### src/rtl/serial_add_ctrl.sv
// Bit-serial adder controller: one full-adder slice is reused across a WIDTH-bit add,
// one bit per clock LSB-first, with the carry held in a flop between bits.

// Single-bit full adder cell.
module prim_full_adder (
    input  logic a_i,
    input  logic b_i,
    input  logic c_i,
    output logic s_o,
    output logic c_o
);
    assign s_o = a_i ^ b_i ^ c_i;
    assign c_o = (a_i & b_i) | (a_i & c_i) | (b_i & c_i);
endmodule

module serial_add_ctrl #(
    parameter int unsigned WIDTH = 8
) (
    input  logic             clk_in,
    input  logic             rst_in,
    input  logic             start_in,
    input  logic [WIDTH-1:0] a_in,
    input  logic [WIDTH-1:0] b_in,
    input  logic             car_in,
    output logic             busy_out,
    output logic             done_out,
    output logic [WIDTH-1:0] sum_out,
    output logic             carry_out
);
    localparam int unsigned CntW = (WIDTH > 2) ? $clog2(WIDTH) : 1;
    localparam logic [CntW-1:0] LastCnt = CntW'(WIDTH - 1);

    typedef enum logic [1:0] {
        StIdle = 2'd0,
        StRun  = 2'd1,
        StDone = 2'd2
    } state_e;

    state_e          state_q, state_d;
    logic [WIDTH-1:0] a_q, a_d;
    logic [WIDTH-1:0] b_q, b_d;
    logic [WIDTH-1:0] res_q, res_d;
    logic [WIDTH-1:0] sum_q, sum_d;
    logic             carry_q, carry_d;
    logic             cout_q, cout_d;
    logic [CntW-1:0]  cnt_q, cnt_d;

    logic fa_s;
    logic fa_c;

    prim_full_adder u_fa (
        .a_i (a_q[0]),
        .b_i (b_q[0]),
        .c_i (carry_q),
        .s_o (fa_s),
        .c_o (fa_c)
    );

    // Next-state logic: operand capture, per-bit shifting and result commit.
    always_comb begin
        state_d = state_q;
        a_d     = a_q;
        b_d     = b_q;
        res_d   = res_q;
        sum_d   = sum_q;
        carry_d = carry_q;
        cout_d  = cout_q;
        cnt_d   = cnt_q;
        unique case (state_q)
            StIdle, StDone: begin
                if (start_in) begin
                    a_d     = a_in;
                    b_d     = b_in;
                    carry_d = car_in;
                    cnt_d   = '0;
                    state_d = StRun;
                end else begin
                    state_d = StIdle;
                end
            end
            StRun: begin
                res_d   = {fa_s, res_q[WIDTH-1:1]};
                a_d     = a_q >> 1;
                b_d     = b_q >> 1;
                carry_d = fa_c;
                if (cnt_q == LastCnt) begin
                    // Final bit is folded in here so the commit needs no extra cycle.
                    sum_d   = {fa_s, res_q[WIDTH-1:1]};
                    cout_d  = fa_c;
                    state_d = StDone;
                end else begin
                    cnt_d = cnt_q + CntW'(1);
                end
            end
            default: state_d = StIdle;
        endcase
    end

    // State and datapath registers; reset aborts any add in flight.
    always_ff @(posedge clk_in or posedge rst_in) begin
        if (rst_in) begin
            state_q <= StIdle;
            a_q     <= '0;
            b_q     <= '0;
            res_q   <= '0;
            sum_q   <= '0;
            carry_q <= 1'b0;
            cout_q  <= 1'b0;
            cnt_q   <= '0;
        end else begin
            state_q <= state_d;
            a_q     <= a_d;
            b_q     <= b_d;
            res_q   <= res_d;
            sum_q   <= sum_d;
            carry_q <= carry_d;
            cout_q  <= cout_d;
            cnt_q   <= cnt_d;
        end
    end

    assign busy_out  = (state_q == StRun);
    assign done_out  = (state_q == StDone);
    assign sum_out   = sum_q;
    assign carry_out = cout_q;

endmodule

### config.mk
export PLATFORM = sky130hd
export DESIGN_NAME = serial_add_ctrl
export DESIGN_NICKNAME = d
export VERILOG_FILES = /design/src/rtl/serial_add_ctrl.sv
export SDC_FILE = /design/constraint.sdc
export NUM_CORES = 1
export LEC_CHECK = 0
export BUFFER_PORTS_ARGS = -buffer_cell sky130_fd_sc_hd__clkbuf_2
export CORE_MARGIN = 5
export CORE_UTILIZATION = 52
export CTS_BUF_LIST = sky130_fd_sc_hd__clkbuf_2
export CTS_CLUSTER_SIZE = 24
export DETAILED_ROUTE_END_ITERATION = 8
export GPL_ROUTABILITY_DRIVEN = 0
export PLACE_DENSITY_LB_ADDON = 0.3
export SETUP_SLACK_MARGIN = 0.3
export SLEW_MARGIN = 0
export SYNTH_ARGS = -nofsm -noshare
export SYNTH_HDL_FRONTEND = slang
export SYNTH_SLANG_ARGS = --single-unit
### constraint.sdc
create_clock -name clk_in -period 1.55 [get_ports clk_in]
set_clock_uncertainty 0.05 [all_clocks]
set_input_delay 0.31 -clock clk_in [delete_from_list [all_inputs] [get_ports clk_in]]
set_output_delay 0.31 -clock clk_in [all_outputs]
set_load 0.1 [all_outputs]
==> results of run 1 <==
-- path summary, 6_finish.rpt --
kind,end,cells after the start
setup / recovery,done_out,3
hold / removal,b_q[6],3
setup reg to reg,sum_out[1],5
hold reg to reg,sum_out[0],1
max in group asynchronous,sum_out[1],4
min in group asynchronous,res_q[3],4
-- flip-flops by register name, indices dropped and copies added (netlist names) --
signal	count
a_q	8
b_q	8
sum_out	8
res_q	7
cnt_q	3
state_q	2
carry_out	1
carry_q	1
-- metrics by stage --
| stage | instances | util [%] |
|---|---|---|
| 2_1_floorplan | 135 | - |
| 3_3_place_gp | 213 | 65.8 |
| 3_5_place_dp | 213 | 65.8 |
| 4_1_cts | 234 | 76.6 |
| 5_1_grt | 238 | 78.4 |
| 6_report | 238 | 78.4 |
-- report_power, final --
part	internal (uW)	switching, uW
Sequential	1430	400
Combinational	1710	1710
Clock	429	336
Total	3570	2450
-- repair_timing --
item	4_1_cts	5_1_grt
hold endpoints to repair	38	0
pin swaps	1	1
setup buffers	11	4
gates cloned	1	0
hold buffers	1	0
endpoints found under the setup margin	42	49
gates resized for setup	42	8
-- routing by layer --
layer,global-route usage [%],vias to the layer above
met2,31.5,26
li1,-,599
met5,0,-
met4,5.74,0
met1,21.7,659
met3,5.45,8
-- layout by cell type (no fill, tap or decap), types with 2 or more instances in the layout --
cell type / Yosys / routed
buf_8: 0 / 2
mux2i_2: 0 / 2
buf_6: 1 / 6
mux2i_1: 47 / 45
bufinv_16: 0 / 2
dfrtp_1: 38 / 28
nand3_1: 2 / 2
nand2_1: 2 / 2
buf_4: 3 / 17
o21ai_1: 0 / 2
buf_12: 1 / 12
nor2b_4: 0 / 2
dfrtp_2: 0 / 10
clkbuf_2: 0 / 24
mux2_4: 0 / 17
-- area by class of cell --
class	count	area [um^2]
sequential	38	963
multi-input combinational	86	956
fill	201	739
timing repair buffer	58	603
clock inverter	3	63.8
tap	46	57.6
clock buffer	5	25.0
inverter	2	7.51
-- kinds of logic (layout without fill, tap and decap cells) --
family | count (synthesis) | after routing | share of synthesized area (%)
AOI/OAI and AO/OA | 6 | 6 | 2.48
adders and majority gates | 3 | 3 | 2.41
buffers and inverters | 11 | 68 | 4.35
DFF | 38 | 38 | 50.8
muxes | 64 | 64 | 35.4
and+or+nand+nor | 13 | 13 | 4.55
-- worst reg2reg max path, delay by kind of cell (launching register included) --
family / cells / cell delay, ps
multiplexers: 1 / 300
flip-flops: 1 / 460
AND/OR/NAND/NOR: 1 / 210
buffers and inverters: 3 / 480
==> reports/metrics.cfg, run 1 <==
[run_status]
status = complete, but fails checks
violations = setup timing

[clock_network]
clk_latency_ps = 400
clk_path_buf_depth = 2
cts.sinks = 38
root_buffer = clkbuf_2
clk_pin_slew_ps = 190
cts_buffers = 5
cts_tree = done
h-tree-depth = 2

[synth]
yosys.area.top_type_share_pct = 50.8
synth_top_area_cell = dfrtp_1
synth_seq_area_share_pct = 50.8
yosysMostFrequentCell = mux2i_1
synth_fp_nets = 158
syn_inst = 135
synth.top_cells.by_count = 47 x mux2i_1, 38 x dfrtp_1, 17 x mux2_2
yosys_warnings = 0
synth_area_um2 = 1870
async_flop_share_pct = 100
ys_ff_latch = 38
synth_cell_type_count = 25
ys.flop_type = dfrtp_1
ys_top_cells_by_area = dfrtp_1 51%, mux2i_1 25%, mux2_2 10%
synth_area_per_cell_um2 = 13.9
synth-edff-count = 0

[global_routing]
grt_pass1_vias = 1398
grt_pass1_wl_um = 6850
grt_use_total_pct = 18.2
grt_max_degree = 39
antenna_found_initial = 0
grt_overflow = 0

[hold_path]
min-delay-start = b_in[6]
hold_class = input port to register

[sta]
hold_ws_ps = 133
post-route-period-util_pct = 107
rsz0062_at_grt = true
final_max_slew_viol_count = 0
fin_ws_ps = -107
worstMarginPinSlew_ps = 486
max_freq_ghz = 0.603
finalSetupTns_ps = -445
hold_violations = 0
setup-violations-final = 11
min_period_ps = 1660
slew-limit-headroom_pct = 67.6

[floorplan]
io_pins = 31
start_util_pct = 54.8
die_w_um = 70.0
die_h_um = 70.0
std_cell_rows = 21
design.core.area_um2 = 3420
fp.dieArea_um2 = 4900

[critical_path]
endpoint_kind = primary output
cp-start-kind = register
path_class = register to primary output
worstPathMaxFanout = 3
cpLargestDelayFamily = flip-flops
path_buf_inv = 2
rr_startpoint = state_q[1]
cp_data_arrival_time_ps = 1300
cp_data_required_time_ps = 1190
slowest_delay_ps = 460
cp-startpoint = state_q[0]
cp_slowest_cell = dfrtp_1
r2r_slack_ps = -40
path_cells = buf_8 > nor2b_4 > buf_12

[layout]
design_area_um2 = 2680
drive_gt1_share_pct = 52.6
nNetsFinal = 214
area.growth.synth_to_final_pct = 43.1
antenna_cells = 0

[power_and_ir_drop]
power.total_uw = 6020
p_leak_uw = 0.00137
peakVddDrop_v = 0.00114
power_density_nw_per_um2 = 2250

[route]
detail_route.wl_per_cell_um = 18.2
wl_met3_um = 191
drtPass1Iterations = 4
route.met2.wl_um = 2370
drt_iter0_drc = 72
routed_wl_um = 4330
vias = 1292
highest_layer = met4
ant_nets = 0
vias_per_cell = 5.43
drc_errors = 0
wl_met1_um = 1700

[place]
post_dp_cell_area_um2 = 2250
dp_hpwl_um = 2580
io_buffers = 30
dp_slack_ps = 20.7

[run]
maxCapViolCount = 0

(Power assumes the default switching activity.)
==> run 2: changes to the inputs <==
clock period = 1.7 ns   (was 1.55 ns; I/O delays follow)
==> reports/metrics.cfg, run 2 (same netlist as run 1, synthesis figures left out) <==
[layout]
final-instance-count-excl-fill = 235
final_common_cell = mux2i_1
nFillCells = 211
nNetsFinal = 211
drive_gt1_share_pct = 46.0
antenna_cells = 0
area.growth.synth_to_final_pct = 38.8
final_cell_mix = 47 x mux2i_1, 36 x dfrtp_1, 24 x clkbuf_2

[clock_network]
h-tree-depth = 2
cts.sinks = 38
cts_tree = done
cts_buffers = 5
clk_latency_ps = 420
clk_path_buf_depth = 2
root_buffer = clkbuf_2
clk_pin_slew_ps = 230

[power_and_ir_drop]
power.total_uw = 5210
p_leak_uw = 0.00133
peakVddDrop_v = 0.00117
power_density_nw_per_um2 = 2010

[critical_path]
slowest_delay_ps = 490
cp_slowest_cell = dfrtp_2
path_buf_inv = 2
path_class = register to primary output
cpLargestDelayFamily = flip-flops
cp-start-kind = register
cp_data_arrival_time_ps = 1350
cp_data_required_time_ps = 1310
crit_top_cell = buf_12
endpoint_kind = primary output
worstPathMaxFanout = 3
path_cells = buf_12 > nor2b_4 > buf_12

[hold_path]
hold_class = input port to register

[route]
vias = 1274
drtPass1Iterations = 4
drc_errors = 0
routed_wl_um = 4280
vias_per_cell = 5.42
ant_nets = 0
detail_route.wl_per_cell_um = 18.2
drt_iter0_drc = 91

[global_routing]
grt_pass1_vias = 1393
grt_overflow = 0
grt_max_degree = 39
grt_pass1_wl_um = 7210
antenna_found_initial = 0
grt_use_total_pct = 19.3

[sta]
final_max_slew_viol_count = 0
hold_violations = 0
post-route-period-util_pct = 102
setup-violations-final = 2
slew-limit-headroom_pct = 65.1
finalSetupTns_ps = -71.3
min_period_ps = 1740
max_freq_ghz = 0.575
rsz0062_at_grt = true
fin_ws_ps = -38.3
worstMarginPinSlew_ps = 523

[floorplan]
design.core.area_um2 = 3420
die_h_um = 70.0
die_w_um = 70.0
fp.dieArea_um2 = 4900
std_cell_rows = 21
io_pins = 31
start_util_pct = 54.8

[place]
dp_slack_ps = 167
dp_hpwl_um = 2450
io_buffers = 30
dpl.cell_count = 210

[run]
maxCapViolCount = 0

[run_status]
status = complete, but fails checks
violations = setup timing

==> run 2: layer usage <==
layer	vias to the layer above	track usage, %	share of wire (%)
met2	33	32.3	51
met1	634	23.2	43
met5	-	0	0
met3	13	5.16	4.1
li1	594	-	-
met4	0	8.30	2.7
==> run 2: cell type report <==
cell class                 instances  area [um^2]  area share, %
clock buffer                       5         25.0          0.964
clock inverter                     3         45.0           1.73
inverter                           2         7.51          0.289
multi-input combinational         86          907           34.9
sequential                        38          953           36.7
tap                               46         57.6           2.22
timing repair buffer              55          601           23.1
==> run 2: path summary, 6_finish.rpt <==
kind                       startpoint          to  slack (ps)  depth (start not counted)
max                        state_q[0]    done_out         -40                          3
min                           a_in[5]      a_q[5]         140                          3
max reg2reg                  cnt_q[1]   carry_out          90                          5
min reg2reg                  res_q[6]  sum_out[5]         490                          1
max in group asynchronous      rst_in  state_q[1]         720                          4
min in group asynchronous      rst_in  sum_out[3]         510                          4
==> run 2: worst register-to-register path, cell delays in order, from the launching register on <==
cell and delay, ps:
dfrtp_1 460, ha_2 220, ha_4 180, nand3b_1 130, buf_12 160, mux2_4 300
==> run 2: stage by stage <==
stage,cell area (um^2),utilization [%],hold WS [ps]
floorplan,1930,-,428
global placement,2180,63.7,401
detailed placement,2180,63.7,444
CTS,2570,75.3,128
global route,2600,76.0,127
finish,2600,76.0,142
==> run 2: repair_timing <==
item	4_1_cts	5_1_grt
pin swaps	1	0
gates resized for setup	31	1
hold buffers	1	0
endpoints found under the hold margin	38	0
setup buffers	12	3
setup endpoints to repair	23	31
cloned	1	0
==> run 2: power breakdown <==
part           switching, uW  total [uW]  internal [uW]  leakage, uW
Clock                    338         585            247    0.0000352
Sequential               347        1640           1290     0.000477
Combinational           1500        2990           1490     0.000813
Total                   2190        5210           3020      0.00133
